## config.mk

```make
export PLATFORM = sky130hd
export DESIGN_NAME = ddr_cmd_scheduler
export DESIGN_NICKNAME = d
export VERILOG_FILES = /design/src/rtl/ddr_cmd_scheduler.sv
export SDC_FILE = /design/constraint.sdc
export NUM_CORES = 1
export LEC_CHECK = 0
export CORE_MARGIN = 5
export CORE_UTILIZATION = 48
export CTS_CLUSTER_DIAMETER = 120
export DETAILED_ROUTE_END_ITERATION = 12
export PLACE_DENSITY = 0.79
export REMOVE_ABC_BUFFERS = 1
export SYNTH_ARGS = -nofsm -noshare
export SYNTH_HDL_FRONTEND = slang
export SYNTH_SLANG_ARGS = --single-unit
```

## constraint.sdc

```tcl
create_clock -name CLK -period 3.4 [get_ports CLK]
set_input_delay 0.34 -clock CLK [delete_from_list [all_inputs] [get_ports CLK]]
set_output_delay 0.34 -clock CLK [all_outputs]
set_load 0.01 [all_outputs]
```

## src/rtl/ddr_cmd_scheduler.sv

```systemverilog
// ddr_cmd_scheduler
//   Arbitrates refresh, write and read commands towards a downstream DDR
//   command state machine. Owed refreshes win over data commands; writes
//   and reads share the remaining slots round-robin. Each command runs a
//   four-phase handshake (IDLE -> ISSUE -> ACKWAIT -> DONEWAIT) against
//   SM_IDLE, and every wait phase is guarded by a timeout.
//
// Ports
//   CLK, RESET                 clock, synchronous active-low reset
//   WR_REQ, WR_ROW/COL/BA      write request (level) and its address
//   RD_REQ, RD_ROW/COL/BA      read request (level) and its address
//   SM_IDLE                    downstream state machine is idle
//   WR_GNT, RD_GNT             one-cycle grant pulses
//   DONE                       one-cycle completion pulse
//   REF, WRITE, READ           command strobes (one-hot or all low)
//   ROW_OUT, COL_OUT, BA_OUT   address of the current data command
//   PEND_CNT                   number of refreshes owed
//   ERR_TOUT, ERR_OVF          sticky handshake-timeout / refresh-overflow
module ddr_cmd_scheduler #(
  parameter int TREFI    = 6400000,
  parameter int MAX_PEND = 8,
  parameter int TOUT     = 255
) (
  input  logic        CLK,
  input  logic        RESET,
  input  logic        WR_REQ,
  input  logic [14:0] WR_ROW,
  input  logic [9:0]  WR_COL,
  input  logic [2:0]  WR_BA,
  input  logic        RD_REQ,
  input  logic [14:0] RD_ROW,
  input  logic [9:0]  RD_COL,
  input  logic [2:0]  RD_BA,
  input  logic        SM_IDLE,
  output logic        WR_GNT,
  output logic        RD_GNT,
  output logic        DONE,
  output logic        REF,
  output logic        WRITE,
  output logic        READ,
  output logic [14:0] ROW_OUT,
  output logic [9:0]  COL_OUT,
  output logic [2:0]  BA_OUT,
  output logic [3:0]  PEND_CNT,
  output logic        ERR_TOUT,
  output logic        ERR_OVF
);

  localparam int TMR_W = (TREFI > 1) ? $clog2(TREFI) : 1;
  localparam int TO_W  = (TOUT > 1) ? $clog2(TOUT + 1) : 1;
  localparam logic [TMR_W-1:0] TMR_LAST = TMR_W'(TREFI - 1);
  localparam logic [TO_W-1:0]  TO_LAST  = TO_W'(TOUT - 1);
  localparam logic [3:0]       PEND_MAX = 4'(MAX_PEND);

  typedef enum logic [1:0] {
    ST_IDLE,
    ST_ISSUE,
    ST_ACKWAIT,
    ST_DONEWAIT
  } state_t;

  typedef enum logic [1:0] {
    CMD_REF,
    CMD_WR,
    CMD_RD
  } cmd_t;

  state_t            state_q, state_d;
  cmd_t              cmd_q, cmd_d;
  logic [TMR_W-1:0]  tmr_q, tmr_d;
  logic [TO_W-1:0]   tout_q, tout_d;
  logic [3:0]        pend_q, pend_d;
  logic              last_wr_q, last_wr_d;
  logic              wr_gnt_q, wr_gnt_d;
  logic              rd_gnt_q, rd_gnt_d;
  logic              done_q, done_d;
  logic              ref_q, ref_d;
  logic              write_q, write_d;
  logic              read_q, read_d;
  logic [14:0]       row_q, row_d;
  logic [9:0]        col_q, col_d;
  logic [2:0]        ba_q, ba_d;
  logic              err_tout_q, err_tout_d;
  logic              err_ovf_q, err_ovf_d;

  logic              wrap;
  logic              tout_hit;
  logic              ref_done;

  always_comb begin
    state_d    = state_q;
    cmd_d      = cmd_q;
    tout_d     = tout_q;
    last_wr_d  = last_wr_q;
    wr_gnt_d   = 1'b0;
    rd_gnt_d   = 1'b0;
    done_d     = 1'b0;
    row_d      = row_q;
    col_d      = col_q;
    ba_d       = ba_q;
    err_tout_d = err_tout_q;
    err_ovf_d  = err_ovf_q;
    pend_d     = pend_q;
    ref_done   = 1'b0;

    wrap     = (tmr_q == TMR_LAST);
    tmr_d    = wrap ? '0 : tmr_q + 1'b1;
    tout_hit = (tout_q == TO_LAST);

    case (state_q)
      ST_IDLE: begin
        if (SM_IDLE) begin
          if (pend_q != 4'd0) begin
            cmd_d   = CMD_REF;
            state_d = ST_ISSUE;
          end else if (WR_REQ && (!RD_REQ || !last_wr_q)) begin
            // On a tie the requester that was not granted last wins.
            cmd_d     = CMD_WR;
            state_d   = ST_ISSUE;
            wr_gnt_d  = 1'b1;
            last_wr_d = 1'b1;
            row_d     = WR_ROW;
            col_d     = WR_COL;
            ba_d      = WR_BA;
          end else if (RD_REQ) begin
            cmd_d     = CMD_RD;
            state_d   = ST_ISSUE;
            rd_gnt_d  = 1'b1;
            last_wr_d = 1'b0;
            row_d     = RD_ROW;
            col_d     = RD_COL;
            ba_d      = RD_BA;
          end
        end
      end
      ST_ISSUE: begin
        state_d = ST_ACKWAIT;
        tout_d  = '0;
      end
      ST_ACKWAIT: begin
        if (!SM_IDLE) begin
          state_d = ST_DONEWAIT;
          tout_d  = '0;
        end else if (tout_hit) begin
          state_d    = ST_IDLE;
          err_tout_d = 1'b1;
        end else begin
          tout_d = tout_q + 1'b1;
        end
      end
      ST_DONEWAIT: begin
        if (SM_IDLE) begin
          state_d  = ST_IDLE;
          done_d   = 1'b1;
          ref_done = (cmd_q == CMD_REF);
        end else if (tout_hit) begin
          // A timed-out refresh stays owed and is retried from IDLE.
          state_d    = ST_IDLE;
          err_tout_d = 1'b1;
        end else begin
          tout_d = tout_q + 1'b1;
        end
      end
      default: state_d = ST_IDLE;
    endcase

    // A wrap and a refresh completion in the same cycle cancel out.
    if (wrap && !ref_done) begin
      if (pend_q == PEND_MAX) begin
        err_ovf_d = 1'b1;
      end else begin
        pend_d = pend_q + 4'd1;
      end
    end else if (ref_done && !wrap) begin
      pend_d = pend_q - 4'd1;
    end

    // Strobes are high exactly while the FSM sits in ACKWAIT.
    ref_d   = (state_d == ST_ACKWAIT) && (cmd_d == CMD_REF);
    write_d = (state_d == ST_ACKWAIT) && (cmd_d == CMD_WR);
    read_d  = (state_d == ST_ACKWAIT) && (cmd_d == CMD_RD);
  end

  always_ff @(posedge CLK) begin
    if (!RESET) begin
      state_q    <= ST_IDLE;
      cmd_q      <= CMD_REF;
      tmr_q      <= '0;
      tout_q     <= '0;
      pend_q     <= 4'd0;
      last_wr_q  <= 1'b0;
      wr_gnt_q   <= 1'b0;
      rd_gnt_q   <= 1'b0;
      done_q     <= 1'b0;
      ref_q      <= 1'b0;
      write_q    <= 1'b0;
      read_q     <= 1'b0;
      row_q      <= '0;
      col_q      <= '0;
      ba_q       <= '0;
      err_tout_q <= 1'b0;
      err_ovf_q  <= 1'b0;
    end else begin
      state_q    <= state_d;
      cmd_q      <= cmd_d;
      tmr_q      <= tmr_d;
      tout_q     <= tout_d;
      pend_q     <= pend_d;
      last_wr_q  <= last_wr_d;
      wr_gnt_q   <= wr_gnt_d;
      rd_gnt_q   <= rd_gnt_d;
      done_q     <= done_d;
      ref_q      <= ref_d;
      write_q    <= write_d;
      read_q     <= read_d;
      row_q      <= row_d;
      col_q      <= col_d;
      ba_q       <= ba_d;
      err_tout_q <= err_tout_d;
      err_ovf_q  <= err_ovf_d;
    end
  end

  assign WR_GNT   = wr_gnt_q;
  assign RD_GNT   = rd_gnt_q;
  assign DONE     = done_q;
  assign REF      = ref_q;
  assign WRITE    = write_q;
  assign READ     = read_q;
  assign ROW_OUT  = row_q;
  assign COL_OUT  = col_q;
  assign BA_OUT   = ba_q;
  assign PEND_CNT = pend_q;
  assign ERR_TOUT = err_tout_q;
  assign ERR_OVF  = err_ovf_q;

endmodule

```

After elaboration in Yosys (flattened, before gate mapping):

Cells that the tools add are included.

* bitwise logic cells: 4
* muxes and demuxes: 37
* reduce and logical (&&, ||, !) cells: 28
* equal/unequal tests: 12
* $add $sub $neg: 4

Operator list (number)
* 15-bit two-way mux: 2
* 2-bit two-way mux: 12
* 8-bit two-way mux: 3
* 8-bit case mux with 3 select lines: 1
* 23-bit by 1-bit adder with 23-bit output, second input constant: 1
* 23-bit == test, second input constant: 1
* 10-bit two-way mux: 2
* 4-bit two-way mux: 3
* 1-bit two-way mux: 10
* 8-bit by 1-bit adder with 8-bit output, second input constant: 1
* 2-bit == test, second input constant: 4
* 8-bit == test, second input constant: 1
* 2-bit case mux with 4 select lines: 1
* 2-bit AND reduction: 4
* 1-bit logical AND: 6
* 2-bit logical NOT: 3
* 3-bit two-way mux: 2
* 2-bit != test, second input constant: 3
* 2-bit nonzero test: 3
* 5-bit OR reduction: 1
* 4-bit by 1-bit adder with 4-bit output, second input constant: 1
* 2-bit by 1-bit == test with 1-bit output, second input constant: 2
* 4-bit == test, second input constant: 1
* 1-bit logical NOT: 4
* 10 further kinds: 13

* word-level logic and storage cells: 102
* bits of input ports: 61
* output and inout port bits: 40
* flip-flop bits (word level): 76

Longest topological paths before layout:

Gate-level depths: netlist of the first run.

* depth in word-level cells: 9
* depth in mapped cells: 11
* depth with buffers taken out: 10

Worst setup path before layout of the first run:

Ideal clock, no wire load.

* path kind: flip-flop to flip-flop
* start: register tmr_q[0]
* end: register pend_q[3], in the netlist PEND_CNT[3]
* path slack: 1016 ps
* path buffers: 1
* cell stages (with the launch flop): 12
* arrival: 2266 ps
* data required time: 3282 ps
* cells stage by stage: dfxtp_1 -> ha_1 -> and3_1 -> buf_2 -> nand3_4 -> or3_1 -> ha_1 -> a21o_1 -> a21oi_1 -> a21oi_1 -> a22o_1 -> mux2i_1

* word-level cells in the longest chain between the ends: 5
* elaborated cells on any way between the ends: 8

Ends and longest elaborated chain
* from (decl): line 70 `logic [TMR_W-1:0] tmr_q, tmr_d;`
* from (signal assigned): line 206 `tmr_q <= tmr_d;`
* 23-bit == test *: line 106 `wrap = (tmr_q == TMR_LAST);`
* 1-bit logical NOT: line 174 `end else if (ref_done && !wrap) begin`
* 1-bit logical AND: line 174
* 2-bit nonzero test (no source line)
* 2-bit AND reduction (no source line)
* to (signal assigned): line 208 `pend_q <= pend_d;`
* to (decl): line 72 `logic [3:0] pend_q, pend_d;`

Every way passes the cells marked *; elsewhere a longest branch is shown, timed or not.
A chain may end at the register's enable or synchronous reset.

Worst setup path in the final report of the first run:

Same ends and word-level chain as after synthesis.

==> impl_metrics.env, run 1 <==
export IMPL_drive_gt1_frac=0.0760
export IMPL_p_per_area_nw_per_um2=429
export IMPL_post_cts_repair_setup_buffers=0
export IMPL_clk_pin_slew_ns=0.08
export IMPL_grt_max_degree=32
export IMPL_rsz0062_at_grt="no"
export IMPL_cts_tree="built"
export IMPL_synth_seq_cells=76
export IMPL_fin_setup_tns_ns=0
export IMPL_peakVddDrop_mv=0.222
export IMPL_gp_congestion=0.901
export IMPL_cp_end_kind="register"
export IMPL_cts_sinks=76
export IMPL_first_iter_violations=137
export IMPL_die_height_um=96.9
export IMPL_syn_to_final_growth_pct=35.4
export IMPL_core_um2=7290
export IMPL_antenna_cells=0
export IMPL_use_met2=0.310
export IMPL_synth_cell_area_um2=3620
export IMPL_via_per_inst=5.40
export IMPL_ant_nets=0
export IMPL_synth_most_common_cell="dfxtp_1"
export IMPL_grt_pass1_wl_um=15100
export IMPL_drcViolationCount=0
export IMPL_worstHoldPathType="register to register"
export IMPL_hold_buffers=0
export IMPL_post_place_cells=583
export IMPL_multi_input_area_um2=1960
export IMPL_crit_path_start_kind="register"
export IMPL_io_buffers=100
export IMPL_clock_path_buffers=2
export IMPL_async_reset_ff_frac=0
export IMPL_synth_area_leaders="dfxtp_1 42%, mux2i_1 8.8%, nor2_1 7.0%"
export IMPL_ctsResizeCount=0
export IMPL_crit_type="register to register"
export IMPL_cp_required_ns=3.63
export IMPL_synth_distinct_cells=52
export IMPL_synth_yosys_seq_area_share=0.420
export IMPL_die_area_um2=9390
export IMPL_place_area_um2=4690
export IMPL_grt_use_met1=0.247
export IMPL_rows=31
export IMPL_syn_area_per_cell_um2=9.08
export IMPL_worstMarginPinSlew_ns=0.567
export IMPL_dp_hpwl_um=6810
export IMPL_ys_dominant_reg_cell="dfxtp_1"
export IMPL_arrival_ns=2.83
export IMPL_cts_root_buf="clkbuf_8"
export IMPL_holdPathStages=1
export IMPL_io_pins=101
export IMPL_dp_slack_ns=0.635
export IMPL_setup_viol=0
export IMPL_wire_per_inst_um=14.9
export IMPL_fmax_mhz=385
export IMPL_finClkSkew_ns=0.00917
export IMPL_yosysWarnings=0
export IMPL_crit_fanout=9
export IMPL_cts_buffers=9
export IMPL_top_usage_layer="met2"
export IMPL_cts_htree_levels=3
export IMPL_clock_latency_ns=0.34
export IMPL_worst_path_max_delay_cell="or3_1"
export IMPL_fin_cells=599
export IMPL_die_w_um=96.9
export IMPL_vias=3233
export IMPL_synth_common_cells="76 x dfxtp_1, 68 x nor2_1, 32 x mux2i_1"
export IMPL_critical_path_top_delay_family="simple AND/OR/NAND/NOR gates"
export IMPL_fin_crit_sh=0.764
export IMPL_final_core_util=0.673
export IMPL_rr_worst_depth=10
export IMPL_grt_overflow=0
export IMPL_antenna_found_initial=0
export IMPL_finalWirelength_um=8910
export IMPL_grtUsageMet3=0.0532
export IMPL_status="finished, final reports clean"
export IMPL_synth_top_cell_by_area="dfxtp_1"
export IMPL_grt_util_all_layers=0.191
export IMPL_fin_crit_ns=2.60
export IMPL_p_leak_nw=1.82
export IMPL_stdcell_area_um2=4910
export IMPL_slew_viol_final=0
export IMPL_synth_edff_count=0
export IMPL_hold_viol=0
export IMPL_finalNetCount=562
export IMPL_maxCapViolCount=0
export IMPL_critical_path_cell_count=10
export IMPL_cp_cell_sequence="ha_1 > and3_1 > nand3_4 > or3_1 > ha_1 > a21o_1 > a21oi_1 > a21oi_1 > a22o_1 > mux2i_1"
export IMPL_start_util=0.497
export IMPL_fin_ws_ns=0.804
export IMPL_synthesis_instances=399
export IMPL_slowest_delay_ns=0.40
export IMPL_synth_top_area_share=0.420
export IMPL_slew_headroom=0.621
export IMPL_n_fill_cell=628
export IMPL_grt_pass1_vias=3186
export IMPL_path_buf_inv=0
export IMPL_ff_latch_area_um2=1520
export IMPL_drtPass1Iterations=4
## flip-flops by register name, summed over array words and instances, names as in the netlist, 2 cells and up
signal,flops
tout_q,8
ROW_OUT,15
COL_OUT,10
cmd_q,2
tmr_q,23
BA_OUT,3
state_q,2
PEND_CNT,4
## cell type report
| class | instances | area share |
|---|---|---|
| Clock buffer | 9 | 0.0252 |
| Timing Repair Buffer | 106 | 0.216 |
| Multi-Input combinational cell | 294 | 0.399 |
| Tap cell | 99 | 0.0252 |
| Clock inverter | 7 | 0.0186 |
| Sequential cell | 76 | 0.310 |
| Inverter | 8 | 0.00612 |
## worst paths after layout
check | startpoint | endpoint | slack [ns]
worst max-delay path | tmr_q[0]$_SDFF_PP0_ | PEND_CNT[3]$_SDFFE_PN0P_ | 0.80
worst min-delay path | tmr_q[0]$_SDFF_PP0_ | tmr_q[0]$_SDFF_PP0_ | 0.46
worst max register to register | tmr_q[0]$_SDFF_PP0_ | PEND_CNT[3]$_SDFFE_PN0P_ | 0.80
worst min register to register | tmr_q[0]$_SDFF_PP0_ | tmr_q[0]$_SDFF_PP0_ | 0.46
## where the power goes
part	internal, W	total [W]	switching, W
combinational	0.000218	0.000399	0.000181
sequential	0.000942	0.000977	0.0000356
clock	0.000410	0.000732	0.000322
total	0.00157	0.00211	0.000538
## per-layer routing
layer  part of all wire  routed length (um)  vias up
met5                  0                   0        -
met4              0.011                 101        0
met3              0.059                 530        6
met2               0.46                4090      111
met1               0.47                4190     1498
li1                   -                   -     1618
## stage by stage
stage               total power (W)  hold WS, ns
floorplan                   0.00119        0.426
global placement            0.00138        0.440
detailed placement          0.00140        0.445
CTS                         0.00213        0.462
global route                0.00221        0.508
finish                      0.00211        0.461
## logic make-up after synthesis
group	Yosys count	share of synthesized area
adders and majority gates	6	0.0228
DFF	76	0.420
muxes	32	0.0884
xor gates and xnor gates	22	0.0532
buffers and inverters	29	0.0418
AOI/OAI and AO/OA	77	0.153
and+or+nand+nor	157	0.221
## placed cells by master (no fill, tap or decap), types with 2 or more instances in the layout
| master | n |
|---|---|
| a21oi_1 | 17 |
| o21ai_1 | 2 |
| a211oi_2 | 10 |
| a211oi_1 | 18 |
| or3_1 | 4 |
| clkdlybuf4s50_1 | 100 |
| nand2_1 | 19 |
| dfxtp_1 | 76 |
| o22ai_1 | 2 |
| and2_1 | 3 |
| o21a_1 | 4 |
| nor2_1 | 68 |
| nand2b_1 | 4 |
| and4_1 | 3 |
| and3_1 | 7 |
| nand3_1 | 12 |
| buf_4 | 5 |
| clkbuf_8 | 9 |
| xnor2_1 | 12 |
| nand4_1 | 5 |
| nor4_1 | 2 |
| mux2i_1 | 32 |
| clkinv_2 | 3 |
| xor2_1 | 10 |
| nor3_1 | 15 |
| bufinv_16 | 2 |
| inv_1 | 7 |
| ha_1 | 5 |
| a21o_1 | 2 |
| nor4bb_1 | 4 |
| o21ai_0 | 13 |
No activity file was read; power rests on OpenSTA's default activity.
==> run 2, diff against run 1 <==
==> constraint.sdc (replaced) <==
create_clock -name CLK -period 2.6 [get_ports CLK]
set_input_delay 0.26 -clock CLK [delete_from_list [all_inputs] [get_ports CLK]]
set_output_delay 0.26 -clock CLK [all_outputs]
set_load 0.01 [all_outputs]
==> impl_metrics.env, run 2 (synthesis gave the netlist of run 1 again) <==
export IMPL_via_per_inst=5.34
export IMPL_ant_nets=0
export IMPL_finalNetCount=565
export IMPL_dp_hpwl_um=6630
export IMPL_status="finished, final reports clean"
export IMPL_wire_per_inst_um=14.9
export IMPL_worstHoldPathType="register to register"
export IMPL_crit_fanout=5
export IMPL_worstMarginPinSlew_ns=0.578
export IMPL_power_frac_clock=0.370
export IMPL_cts_htree_levels=3
export IMPL_top_usage_layer="met2"
export IMPL_swShare=0.249
export IMPL_slew_headroom=0.613
export IMPL_grt_overflow=0
export IMPL_finClkSkew_ns=0.00664
export IMPL_clock_latency_ns=0.35
export IMPL_die_height_um=96.9
export IMPL_clock_path_buffers=2
export IMPL_cp_end_kind="register"
export IMPL_io_buffers=100
export IMPL_gp_congestion=0.862
export IMPL_post_cts_repair_setup_buffers=0
export IMPL_cts_tree="built"
export IMPL_drcViolationCount=0
export IMPL_finalWirelength_um=8950
export IMPL_layout_commonest_cell="clkdlybuf4s50_1"
export IMPL_start_util=0.497
export IMPL_rsz0062_at_grt="no"
export IMPL_largest_reg_flops=23
export IMPL_arrival_ns=2.64
export IMPL_io_pins=101
export IMPL_setup_viol=0
export IMPL_cts_root_buf="clkbuf_8"
export IMPL_hold_viol=0
export IMPL_whs_ns=0.464
export IMPL_fmax_mhz=417
export IMPL_core_um2=7290
export IMPL_grt_util_all_layers=0.187
export IMPL_fin_crit_sh=0.923
export IMPL_drive_gt1_frac=0.0915
export IMPL_fin_crit_ns=2.40
export IMPL_rows=31
export IMPL_maxCapViolCount=0
export IMPL_antenna_found_initial=0
export IMPL_grt_pass1_vias=3000
export IMPL_cts_sinks=76
export IMPL_fin_setup_tns_ns=0
export IMPL_die_area_um2=9390
export IMPL_grt_max_degree=48
export IMPL_p_leak_nw=1.85
export IMPL_grtUsageMet3=0.0655
export IMPL_top_register="tmr_q"
export IMPL_syn_to_final_growth_pct=37.5
export IMPL_first_iter_violations=136
export IMPL_drtPass1Iterations=4
export IMPL_p_sw_w=0.000714
export IMPL_grt_use_met1=0.230
export IMPL_slew_viol_final=0
export IMPL_die_w_um=96.9
export IMPL_clk_pin_slew_ns=0.08
export IMPL_cts_buffers=9
export IMPL_antenna_cells=0
export IMPL_crit_path_start_kind="register"
export IMPL_final_cell_mix="100 x clkdlybuf4s50_1, 75 x dfxtp_1, 68 x nor2_1"
export IMPL_p_per_area_nw_per_um2=576
export IMPL_peakVddDrop_mv=0.371
export IMPL_comb_power_share=0.186
export IMPL_pwr_share_seq=0.444
export IMPL_crit_type="register to register"
export IMPL_use_met2=0.312
export IMPL_p_int_w=0.00215
export IMPL_cp_required_ns=2.84
export IMPL_grt_pass1_wl_um=14600
export IMPL_vias=3215
-- run 2: repair_timing --
item / CTS / global route
endpoints found under the hold margin: 0 / 0
resized for setup: 0 / 5
hold buffers: 0 / 0
setup endpoints to repair: 0 / 1
-- run 2: layout make-up --
class	count	area, um^2
repair buffers	109	1090
multi-input cells	294	1980
clock buffers	9	124
clock inverters	7	115
well taps	99	124
flip-flops and latches	76	1520
inverters	8	30.0
fillers	583	2310
-- run 2: path summary, 6_finish.rpt --
check / startpoint / to / slack (ns) / cells past startpoint
min reg2reg: tmr_q[0]$_SDFF_PP0_ / tmr_q[0]$_SDFF_PP0_ / 0.46 / 1
min: tmr_q[0]$_SDFF_PP0_ / tmr_q[0]$_SDFF_PP0_ / 0.46 / 1
max reg2reg: tmr_q[0]$_SDFF_PP0_ / PEND_CNT[3]$_SDFFE_PN0P_ / 0.20 / 10
max: tmr_q[0]$_SDFF_PP0_ / PEND_CNT[3]$_SDFFE_PN0P_ / 0.20 / 10
-- run 2: worst max-delay path: stages (launching register included) --
cell     delay, ns
dfxtp_1       0.37
ha_1          0.20
and3_2        0.27
nand3_4       0.09
or3_1         0.35
ha_1          0.28
a21o_1        0.19
a21oi_2       0.16
a21oi_1       0.06
a22o_1        0.22
mux2i_1       0.12
-- run 2: layer usage --
layer	routed length, um	share of wire
met2	4270	0.48
met4	50	0.0056
met3	525	0.059
met1	4100	0.46
met5	0	0
-- run 2: through the flow --
step	std cells	power [W]	util	area, um^2	setup slack [ns]
6_report	602	0.00287	0.684	4980	0.200
5_1_grt	602	0.00302	0.684	4980	0.00270
4_1_cts	602	0.00290	0.681	4970	0.118
3_5_place_dp	586	0.00184	0.648	4730	0.0486
3_3_place_gp	586	0.00182	0.648	4730	0.153
2_1_floorplan	378	0.00155	-	3500	0.220
-- run 2: power groups by stage --
| stage | sequential, W | combinational (W) | clock (W) |
|---|---|---|---|
| floorplan | 0.00133 | 0.000226 | 0 |
| CTS | 0.00127 | 0.000539 | 0.00109 |
| finish | 0.00127 | 0.000535 | 0.00106 |
| detailed placement | 0.00130 | 0.000537 | 0 |
| global route | 0.00128 | 0.000577 | 0.00116 |
| global placement | 0.00130 | 0.000523 | 0 |
==> run 3, diff against run 2 <==
--- a/config.mk
+++ b/config.mk
@@ -5,12 +5,13 @@
 export SDC_FILE = /design/constraint.sdc
 export NUM_CORES = 1
 export LEC_CHECK = 0
-export CORE_MARGIN = 5
+export CORE_MARGIN = 2
 export CORE_UTILIZATION = 48
 export CTS_CLUSTER_DIAMETER = 120
 export DETAILED_ROUTE_END_ITERATION = 12
 export PLACE_DENSITY = 0.79
 export REMOVE_ABC_BUFFERS = 1
+export SKIP_CTS_REPAIR_TIMING = 1
 export SYNTH_ARGS = -nofsm -noshare
 export SYNTH_HDL_FRONTEND = slang
 export SYNTH_SLANG_ARGS = --single-unit
==> impl_metrics.env, run 3 (synthesis gave the netlist of run 1 again) <==
export IMPL_status="finished, final reports clean"
export IMPL_finClkSkew_ns=0.00549
export IMPL_top_register="tmr_q"
export IMPL_critical_path_top_delay_family="simple AND/OR/NAND/NOR gates"
export IMPL_die_height_um=90.9
export IMPL_drtPass1Iterations=6
export IMPL_cts_root_buf="clkbuf_8"
export IMPL_clock_path_buffers=2
export IMPL_grt_pass1_wl_um=14400
export IMPL_hold_viol=0
export IMPL_layout_commonest_cell="clkdlybuf4s50_1"
export IMPL_grtUsageMet3=0.0417
export IMPL_vias=3237
export IMPL_worstHoldPathType="register to register"
export IMPL_ant_nets=0
export IMPL_final_cell_mix="100 x clkdlybuf4s50_1, 75 x dfxtp_1, 68 x nor2_1"
export IMPL_grt_max_degree=43
export IMPL_p_leak_nw=1.86
export IMPL_finalNetCount=567
export IMPL_syn_to_final_growth_pct=37.2
export IMPL_die_w_um=90.9
export IMPL_worstMarginPinSlew_ns=0.518
export IMPL_clk_pin_slew_ns=0.07
export IMPL_crit_path_start_kind="register"
export IMPL_rows=31
export IMPL_first_iter_violations=100
export IMPL_dp_hpwl_um=6450
export IMPL_cp_required_ns=2.83
export IMPL_core_um2=7290
export IMPL_slew_viol_final=0
export IMPL_die_area_um2=8260
export IMPL_crit_fanout=5
export IMPL_peakVddDrop_mv=0.270
export IMPL_grt_use_met1=0.257
export IMPL_cts_buffers=9
export IMPL_cts_sinks=76
export IMPL_worst_path_max_delay_cell="dfxtp_1"
export IMPL_start_util=0.497
export IMPL_via_per_inst=5.36
export IMPL_arrival_ns=2.66
export IMPL_drcViolationCount=0
export IMPL_fin_crit_ns=2.43
export IMPL_drive_gt1_frac=0.0911
export IMPL_grt_util_all_layers=0.213
export IMPL_finalWirelength_um=8790
export IMPL_cts_htree_levels=3
export IMPL_io_buffers=100
export IMPL_path_buf_inv=0
export IMPL_largest_reg_flops=23
export IMPL_io_pins=101
export IMPL_crit_type="register to register"
export IMPL_p_per_area_nw_per_um2=560
export IMPL_antenna_found_initial=0
export IMPL_wire_per_inst_um=14.6
export IMPL_antenna_cells=0
export IMPL_maxCapViolCount=0
export IMPL_cts_tree="built"
export IMPL_whs_ns=0.462
export IMPL_cp_cell_sequence="ha_1 > and3_2 > nand3_4 > or3_1 > ha_1 > a21o_1 > a21oi_1 > a21oi_1 > a22o_1 > mux2i_1"
export IMPL_grt_overflow=0
export IMPL_setup_viol=0
export IMPL_gp_congestion=0.836
export IMPL_fmax_mhz=412
export IMPL_slowest_delay_ns=0.37
export IMPL_top_usage_layer="met2"
export IMPL_clock_latency_ns=0.34
export IMPL_fin_crit_sh=0.934
export IMPL_cp_end_kind="register"
export IMPL_slew_headroom=0.654
export IMPL_use_met2=0.376
export IMPL_fin_setup_tns_ns=0
export IMPL_grt_pass1_vias=3082
==> run 3: final timing paths <==
path | startpoint | end | slack (ns) | cells after the start
hold reg to reg | tmr_q[0]$_SDFF_PP0_ | tmr_q[0]$_SDFF_PP0_ | 0.46 | 1
setup reg to reg | tmr_q[0]$_SDFF_PP0_ | PEND_CNT[3]$_SDFFE_PN0P_ | 0.17 | 10
setup / recovery | tmr_q[0]$_SDFF_PP0_ | PEND_CNT[3]$_SDFFE_PN0P_ | 0.17 | 10
hold / removal | tmr_q[0]$_SDFF_PP0_ | tmr_q[0]$_SDFF_PP0_ | 0.46 | 1
==> run 3: worst register-to-register path: stages, from the launching register on <==
cell     delay [ns]
dfxtp_1        0.37
ha_1           0.20
and3_2         0.27
nand3_4        0.09
or3_1          0.35
ha_1           0.29
a21o_1         0.17
a21oi_1        0.19
a21oi_1        0.07
a22o_1         0.22
mux2i_1        0.11
==> run 3: through the flow <==
step                       util  total power (W)  instance area, um^2  cells  setup slack [ns]
final                     0.682          0.00279                 4970    604             0.173
after global routing      0.682          0.00291                 4970    604          -0.00467
after CTS                 0.680          0.00281                 4960    604             0.115
after detailed placement  0.650          0.00184                 4740    588            0.0119
after global placement    0.650          0.00182                 4740    588             0.169
after floorplan               -          0.00155                 3500    378             0.220
==> run 3: final cells by class <==
type                       instances  area (um^2)
fill                             607         2320
multi-input combinational        294         1970
sequential                        76         1520
timing repair buffer             111         1110
clock buffer                      11          141
tap                               99          124
clock inverter                     5         75.1
inverter                           8         30.0
==> run 3: power breakdown <==
| part | internal [W] | switching, W | total [W] |
|---|---|---|---|
| Sequential | 0.00123 | 0.0000416 | 0.00127 |
| Clock | 0.000562 | 0.000415 | 0.000978 |
| Combinational | 0.000293 | 0.000243 | 0.000536 |
==> run 3: layer usage <==
metal,vias to the layer above,share of wire
met5,-,0
met1,1491,0.45
met2,106,0.48
li1,1629,-
met3,11,0.058
met4,0,0.011
